===== config.mk =====
export PLATFORM = sky130hd
export DESIGN_NAME = cnn_kernel_mac_acc
export DESIGN_NICKNAME = d
export VERILOG_FILES = /design/src/rtl/cnn_kernel_mac_acc.sv
export SDC_FILE = /design/constraint.sdc
export NUM_CORES = 2
export LEC_CHECK = 0
export ABC_CLOCK_PERIOD_IN_PS = 6800
export CORE_ASPECT_RATIO = 0.8
export CORE_MARGIN = 1
export CORE_UTILIZATION = 45
export DETAILED_ROUTE_END_ITERATION = 8
export GPL_ROUTABILITY_DRIVEN = 0
export SLEW_MARGIN = 10
export SYNTH_ARGS = -nofsm -noshare
export SYNTH_HDL_FRONTEND = slang
export SYNTH_HIERARCHICAL = 1
export SYNTH_SLANG_ARGS = --single-unit

===== constraint.sdc =====
create_clock -name clk -period 6.8 [get_ports clk]
set_input_delay 0.68 -clock clk [delete_from_list [all_inputs] [get_ports clk]]
set_output_delay 0.68 -clock clk [all_outputs]
set_load 0.01 [all_outputs]

===== src/rtl/cnn_kernel_mac_acc.sv =====
// cnn_kernel_mac_acc: KX*KY multiply-accumulate kernel that sums one window
// over CH input channels, then adds bias, applies optional ReLU and saturates.
// Pipeline: products -> product sum -> channel accumulate/final -> output.

// One window element: registered product of fmap and weight.
// Operands get one extra bit so signed and unsigned modes share a signed
// multiplier; the product width is exact for either mode.
module cnn_kernel_mac_lane #(
    parameter int I_F_BW = 8,
    parameter int W_BW   = 8,
    parameter int SIGNED = 0
) (
    input  logic                       clk,
    input  logic                       clr,
    input  logic                       en,
    input  logic [I_F_BW-1:0]          fmap,
    input  logic [W_BW-1:0]            weight,
    output logic [I_F_BW+W_BW+1:0]     prod
);
    localparam int PW = I_F_BW + W_BW + 2;

    logic                   f_sx;
    logic                   w_sx;
    logic signed [I_F_BW:0] fx;
    logic signed [W_BW:0]   wx;

    assign f_sx = (SIGNED != 0) && fmap[I_F_BW-1];
    assign w_sx = (SIGNED != 0) && weight[W_BW-1];
    assign fx   = {f_sx, fmap};
    assign wx   = {w_sx, weight};

    // Capture the product whenever a beat is accepted; hold otherwise.
    always_ff @(posedge clk) begin
        if (clr) begin
            prod <= '0;
        end else if (en) begin
            prod <= PW'(fx * wx);
        end
    end
endmodule

module cnn_kernel_mac_acc #(
    parameter int KX      = 3,
    parameter int KY      = 3,
    parameter int I_F_BW  = 8,
    parameter int W_BW    = 8,
    parameter int CH      = 4,
    parameter int B_BW    = 16,
    parameter int O_BW    = 16,
    parameter int SIGNED  = 0,
    parameter int RELU_EN = 0
) (
    input  logic                     clk,
    input  logic                     reset,
    input  logic                     i_soft_reset,
    input  logic                     i_in_valid,
    input  logic [KX*KY*I_F_BW-1:0]  i_in_fmap,
    input  logic [KX*KY*W_BW-1:0]    i_cnn_weight,
    input  logic [B_BW-1:0]          i_bias,
    output logic                     o_ot_valid,
    output logic [O_BW-1:0]          o_ot_result,
    output logic                     o_busy
);
    localparam int KK     = KX * KY;
    localparam int M_BW   = I_F_BW + W_BW;
    localparam int AK_BW  = M_BW + $clog2(KK);
    localparam int ACC_BW = AK_BW + $clog2(CH) + 1;
    // Internal values are carried as signed with headroom so unsigned mode
    // never wraps: product +2 bits, the sums inherit that headroom.
    localparam int PW     = M_BW + 2;
    localparam int SW     = AK_BW + 2;
    localparam int AW     = ACC_BW + 2;
    localparam int FW     = ((AW > B_BW + 1) ? AW : B_BW + 1) + 1;
    localparam int XW     = (FW > O_BW + 2) ? FW : O_BW + 2;
    localparam int CW     = (CH > 1) ? $clog2(CH) : 1;
    localparam int STAGES = 3;

    localparam logic [CW-1:0] CH_LAST = CW'(CH - 1);

    localparam logic signed [XW-1:0] SMAX_X = XW'($signed({1'b0, {(O_BW-1){1'b1}}}));
    localparam logic signed [XW-1:0] SMIN_X = ~SMAX_X;
    localparam logic signed [XW-1:0] UMAX_X = XW'($signed({1'b0, {O_BW{1'b1}}}));

    localparam logic [0:0] IDLE  = 1'b0;
    localparam logic [0:0] ACCUM = 1'b1;

    logic                     clr;
    logic [STAGES:0]          vld_pipe;   // [0] products, [1] sum, [2] final, [3] output
    logic [1:0]               first_pipe;
    logic [1:0]               last_pipe;
    logic [CW-1:0]            ch_cnt;
    logic [0:0]               state;

    logic [KK-1:0][PW-1:0]    prod;
    logic signed [SW-1:0]     tree_sum;
    logic signed [SW-1:0]     sum_r;
    logic signed [AW-1:0]     acc;
    logic signed [AW-1:0]     acc_base;
    logic signed [AW-1:0]     acc_nxt;
    logic signed [B_BW:0]     bias_e;
    logic signed [FW-1:0]     fin;
    logic signed [FW-1:0]     fin_nxt;
    logic signed [XW-1:0]     fin_x;
    logic [O_BW-1:0]          res_nxt;
    logic                     beat_first;
    logic                     beat_last;

    assign clr        = reset | i_soft_reset;
    assign beat_first = (ch_cnt == '0);
    assign beat_last  = (ch_cnt == CH_LAST);

    // Stage 1: one multiplier lane per window element.
    for (genvar k = 0; k < KK; k++) begin : g_lane
        cnn_kernel_mac_lane #(
            .I_F_BW (I_F_BW),
            .W_BW   (W_BW),
            .SIGNED (SIGNED)
        ) u_lane (
            .clk    (clk),
            .clr    (clr),
            .en     (i_in_valid),
            .fmap   (i_in_fmap[k*I_F_BW +: I_F_BW]),
            .weight (i_cnn_weight[k*W_BW +: W_BW]),
            .prod   (prod[k])
        );
    end

    // Channel position of the incoming beat; wraps after the group's last beat.
    always_ff @(posedge clk) begin
        if (clr) begin
            ch_cnt <= '0;
        end else if (i_in_valid) begin
            ch_cnt <= beat_last ? '0 : ch_cnt + CW'(1);
        end
    end

    // Valid shift register; only last beats advance past the accumulator.
    always_ff @(posedge clk) begin
        if (clr) begin
            vld_pipe <= '0;
        end else begin
            vld_pipe <= {vld_pipe[2], vld_pipe[1] & last_pipe[1], vld_pipe[0], i_in_valid};
        end
    end

    // First/last group tags travel alongside the beat data.
    always_ff @(posedge clk) begin
        if (clr) begin
            first_pipe <= '0;
            last_pipe  <= '0;
        end else begin
            if (i_in_valid) begin
                first_pipe[0] <= beat_first;
                last_pipe[0]  <= beat_last;
            end
            if (vld_pipe[0]) begin
                first_pipe[1] <= first_pipe[0];
                last_pipe[1]  <= last_pipe[0];
            end
        end
    end

    // Stage 2 reduction over the window products, sign-extended before adding.
    always_comb begin
        tree_sum = '0;
        for (int k = 0; k < KK; k++) begin
            tree_sum = tree_sum + SW'($signed(prod[k]));
        end
    end

    // Register the window sum for the accumulator stage.
    always_ff @(posedge clk) begin
        if (clr) begin
            sum_r <= '0;
        end else if (vld_pipe[0]) begin
            sum_r <= tree_sum;
        end
    end

    // A group's first beat starts from zero, so back-to-back groups never mix.
    assign bias_e = {(SIGNED != 0) && i_bias[B_BW-1], i_bias};

    always_comb begin
        acc_base = first_pipe[1] ? '0 : acc;
        acc_nxt  = acc_base + AW'(sum_r);
        fin_nxt  = FW'(acc_base) + FW'(sum_r) + FW'(bias_e);
    end

    // Stage 3: accumulate every beat; latch the biased total on the last one.
    always_ff @(posedge clk) begin
        if (clr) begin
            acc <= '0;
            fin <= '0;
        end else if (vld_pipe[1]) begin
            acc <= acc_nxt;
            if (last_pipe[1]) begin
                fin <= fin_nxt;
            end
        end
    end

    // ReLU and saturation on the exact final value.
    always_comb begin
        fin_x   = XW'(fin);
        res_nxt = fin_x[O_BW-1:0];
        if (SIGNED != 0) begin
            if ((RELU_EN != 0) && fin_x[XW-1]) begin
                res_nxt = '0;
            end else if (fin_x > SMAX_X) begin
                res_nxt = {1'b0, {(O_BW-1){1'b1}}};
            end else if (fin_x < SMIN_X) begin
                res_nxt = {1'b1, {(O_BW-1){1'b0}}};
            end
        end else if (fin_x > UMAX_X) begin
            res_nxt = '1;
        end
    end

    // Output register; result only moves together with the valid pulse.
    always_ff @(posedge clk) begin
        if (clr) begin
            o_ot_result <= '0;
        end else if (vld_pipe[2]) begin
            o_ot_result <= res_nxt;
        end
    end

    // Input-side FSM: ACCUM from the first beat until the group's last beat
    // clears stage 3 with no new group started behind it.
    always_ff @(posedge clk) begin
        if (clr) begin
            state <= IDLE;
        end else if (i_in_valid) begin
            state <= ACCUM;
        end else if ((state == ACCUM) && vld_pipe[1] && last_pipe[1] && (ch_cnt == '0)) begin
            state <= IDLE;
        end
    end

    assign o_ot_valid = vld_pipe[3];
    assign o_busy     = (state == ACCUM) || (|vld_pipe);
endmodule


==> out/results.txt <==
From left edge to right edge, the die measures 314 um. The largest total area in the synthesized netlist belongs to sky130_fd_sc_hd__fa_1. After clock tree synthesis, the setup repair step added 0 buffers. During placement, the flow inserted port buffers numbering 181. The initial core utilization is 0.455, and the cell area after technology mapping is 0.0351 mm^2.

The area share of and/or/nand/nor cells after synthesis came out at 0.193. The first detailed-routing pass took 5 iterations. The register bit total from synthesis works out to 244. The most used flip-flop cell after synthesis is sky130_fd_sc_hd__dfxtp_1. TritonCTS built the clock tree. The worst setup path is of the flip-flop to flip-flop kind.

Total power for the finished layout comes to 10.0 mW. The region available for standard cell placement spans 0.0771 mm^2. The share of flip-flops with an asynchronous set or reset was 0. The initialized floorplan defines 91 standard-cell rows. Largest fanout on the critical path: 5. Summing all flip-flop and latch instances after layout gives 0.00488 mm^2.

The largest individual stage delay along the critical path comes from the cell sky130_fd_sc_hd__fa_1. The multiplexer fraction of the synthesized cell area is 0.0246, and the number of nets in the final layout is 5114. The area share of the largest cell type after synthesis works out to 0.273. Setup violations remaining at the end of the flow were counted as 0. The number of remaining DRC errors came out at 0. In the final timing run, aggregate negative setup slack is 0 ns. Number of H-tree levels: 1.

STA puts the critical path data arrival time at 5.46 ns. The number of global-route vias before repair is 26900, and the number of inserted diodes is 0. Timing would allow up to 0.202 GHz. Total number of vias: 26200. The logs give 140000 um for the wire length of the first global-routing pass and 82500 um for the total length of routed wires. The clock period could shrink to 4.95 ns.

For this design the static power due to leakage is 18.4 nW. The peak supply drop is 0.233 mV. The number of antenna violations at the first check in global routing came out at 1.

The share of synthesized cell area in full adder, half adder and majority cells is 0.414. The most numerous cell on the critical path was sky130_fd_sc_hd__fa_1. The die covers 0.0791 mm^2. The post-detailed-route wirelength per cell was 16.1 um; the clock-pin slew on the worst setup and hold paths was 0.07 ns.

Fraction of final layout cells sized beyond drive strength 1: 0.0347. The number of different library cells used by synthesis comes to 93. Pin placement for this block handled 182 I/O pins. After filler insertion, the fill cell instance count of the layout stands at 7378. Synthesis handed over a netlist of 3938 instances. After synthesis, the largest family of logic cells by area is adder cells. The clock drives 244 sinks.

The worst setup path is launched from a flip-flop. The tools report the clock latency of the later-clocked register in the worst-skew pair as 0.58 ns. Setup repair after global routing left no endpoint under its margin. Synthesized-area fraction occupied by ao, oa, aoi and oai cells: 0.126. Cell type group with the largest total delay on the critical path: adder cells. The HPWL after detailed placement is 68100 um. The slack of the worst reg-to-reg path was 1.85 ns; the xor/xnor share of the synthesized area was 0.0190.

Number of enable-type register cells in the synthesized netlist: 0. Kind of capture point of the worst setup path: a flip-flop. The reported max-cap violation count was 0.

The critical path goes through inv_1 -> fa_1 -> inv_1 -> fa_1 -> fa_1 -> inv_1 -> fa_1 -> inv_1 -> ha_1 -> fa_1 -> a211oi_1 -> o21bai_2 -> a2bb2oi_4 -> a221o_1 -> a21oi_1 -> xnor2_1 -> mux2i_1 -> nor2_1. The total number of yosys warnings was 6. The tree is rooted in a sky130_fd_sc_hd__clkbuf_16. Worst slew slack as a fraction of its limit: 0.293. The clock arrives with 0.0289 ns of skew. In the final layout, the multi-input gates occupy 0.0273 mm^2. Using the TritonRoute via totals, the vias-per-cell ratio works out to 5.11. Yosys attributes the largest share of cell area to sky130_fd_sc_hd__fa_1, sky130_fd_sc_hd__ha_1, sky130_fd_sc_hd__dfxtp_1. For the worst setup path, the data required time is 7.32 ns. No sink is reached through more buffers than the 3 on the longest clock path. The maximum number of pins on one net before global-route repair came out at 105.

For this block, the initial DRC count from the detailed router was 1305. For the pin with the worst max-slew slack, the measured transition is 1.05 ns. All-layer global routing usage: 0.216. Sequential element share of the synthesized area: 0.139. The antenna violation net count after detailed routing was 0. For the final core utilization, the log shows 0.503. The min-delay analysis places its worst path in the category flip-flop to flip-flop. Among all cell types in the netlist, the one instantiated most often is sky130_fd_sc_hd__inv_1. The die height was 252 um; the quantity of gates resized following cts was 0. The max-slew violation count was 0; the post-synthesis area per instance was 8.91 um^2. In the synthesized netlist, the cells that appear most often are sky130_fd_sc_hd__inv_1, sky130_fd_sc_hd__fa_1, sky130_fd_sc_hd__and2_1, sky130_fd_sc_hd__ha_1, sky130_fd_sc_hd__nand2_1.

The final cycle utilization of the critical path works out to 0.728. Dividing total power by cell area gives a power density of 258 mW/mm^2. In this run, CTS created clock tree buffers numbering 25. The flow ran to the end, and the final reports show no timing, DRC or antenna violations.

The tools report the remaining global-route overflow as 0. The longest individual stage delay on the worst path is 0.54 ns, and the synthesis-to-layout area growth is 10.6%. The number of buffers and inverters on the critical path is 4. The final number of hold-violating endpoints is 0.

In this run, post-CTS hold repair placed 0 buffers.
==> logic make-up after synthesis <==
| kind of cell | after synthesis |
|---|---|
| xor+xnor | 76 |
| flops | 244 |
| simple gates | 1272 |
| other cells | 9 |
| fa+ha+maj | 875 |
| compound gates | 623 |
| buf+inv | 753 |
| mux | 86 |
==> metal layers <==
metal | wire length [um] | GRT usage | part of all wire | up-vias
li1 | - | - | - | 13100
met1 | 40600 | 0.313 | 0.49 | 12700
met2 | 38600 | 0.360 | 0.47 | 308
met3 | 2530 | 0.0209 | 0.031 | 49
met4 | 843 | 0.0236 | 0.010 | 0
met5 | 0 | 0 | 0 | -
==> sequential cells by signal (all words and copies together), names as in the netlist <==
| name | cells |
|---|---|
| g_lane.u_lane/prod | 144 |
| ch_cnt | 2 |
| first_pipe | 2 |
| acc | 25 |
| sum_r | 22 |
| o_ot_result | 16 |
| vld_pipe | 4 |
| last_pipe | 2 |
| fin | 26 |
| state | 1 |
==> worst reg2reg max path: stages (launching register included) <==
cell and delay [ns]:
sky130_fd_sc_hd__dfxtp_1 0.39, sky130_fd_sc_hd__inv_1 0.09, sky130_fd_sc_hd__fa_1 0.55, sky130_fd_sc_hd__inv_1 0.06
sky130_fd_sc_hd__fa_1 0.50, sky130_fd_sc_hd__fa_1 0.54, sky130_fd_sc_hd__inv_1 0.05, sky130_fd_sc_hd__fa_1 0.52
sky130_fd_sc_hd__inv_1 0.04, sky130_fd_sc_hd__ha_1 0.22, sky130_fd_sc_hd__fa_1 0.43, sky130_fd_sc_hd__a211oi_1 0.28
sky130_fd_sc_hd__o21bai_2 0.15, sky130_fd_sc_hd__a2bb2oi_4 0.21, sky130_fd_sc_hd__a221o_1 0.30, sky130_fd_sc_hd__a21oi_1 0.18
sky130_fd_sc_hd__xnor2_1 0.18, sky130_fd_sc_hd__mux2i_1 0.11, sky130_fd_sc_hd__nor2_1 0.09
==> cell type report <==
class,count,area share
clock buffers,29,0.0173
clock inverters,17,0.00587
inverters,664,0.0644
multi-input cells,2950,0.704
flip-flops and latches,244,0.126
well taps,1023,0.0330
repair buffers,190,0.0492
==> stage by stage <==
stage / instances / area [um^2] / setup slack [ns] / hold slack [ns]
after global routing: 5117 / 38800 / 1.62 / 0.468
after global placement: 5071 / 37900 / 1.42 / 0.435
after detailed placement: 5071 / 37900 / 1.34 / 0.441
final: 5117 / 38800 / 1.85 / 0.453
after floorplan: 3947 / 35100 / 2.16 / 0.417
after CTS: 5117 / 38800 / 1.82 / 0.454
==> report_power, final <==
group / switching, mW / internal, mW / total (mW)
Clock: 0.664 / 0.874 / 1.54
Combinational: 3.89 / 2.86 / 6.76
Sequential: 0.163 / 1.57 / 1.73
==> layout by cell type (no fill, tap or decap), types with 19 or more instances in the layout <==
master / count
sky130_fd_sc_hd__o211ai_1: 30
sky130_fd_sc_hd__mux2i_1: 85
sky130_fd_sc_hd__clkdlybuf4s50_1: 180
sky130_fd_sc_hd__nor3_1: 41
sky130_fd_sc_hd__xor2_1: 22
sky130_fd_sc_hd__ha_1: 397
sky130_fd_sc_hd__nand2_1: 315
sky130_fd_sc_hd__fa_1: 478
sky130_fd_sc_hd__clkbuf_16: 25
sky130_fd_sc_hd__inv_1: 662
sky130_fd_sc_hd__or3_1: 19
sky130_fd_sc_hd__a211oi_1: 37
sky130_fd_sc_hd__nand3_1: 62
sky130_fd_sc_hd__dfxtp_1: 244
sky130_fd_sc_hd__o21a_1: 31
sky130_fd_sc_hd__nor2b_1: 45
sky130_fd_sc_hd__nand2b_1: 44
sky130_fd_sc_hd__xnor2_1: 54
sky130_fd_sc_hd__and2_1: 439
sky130_fd_sc_hd__and3_1: 21
sky130_fd_sc_hd__o21ai_0: 75
sky130_fd_sc_hd__a21o_1: 53
sky130_fd_sc_hd__nand4_1: 20
sky130_fd_sc_hd__nor2_1: 169
sky130_fd_sc_hd__a21oi_1: 201
==> worst paths after layout <==
check | start | to | cells past startpoint
max | g_lane[0].u_lane/prod[2] | sum_r[18] | 18
min | fin[13] | fin[13] | 2
max reg2reg | g_lane[0].u_lane/prod[2] | sum_r[18] | 18
min reg2reg | fin[13] | fin[13] | 2
Power figures use the tool's default switching activity.
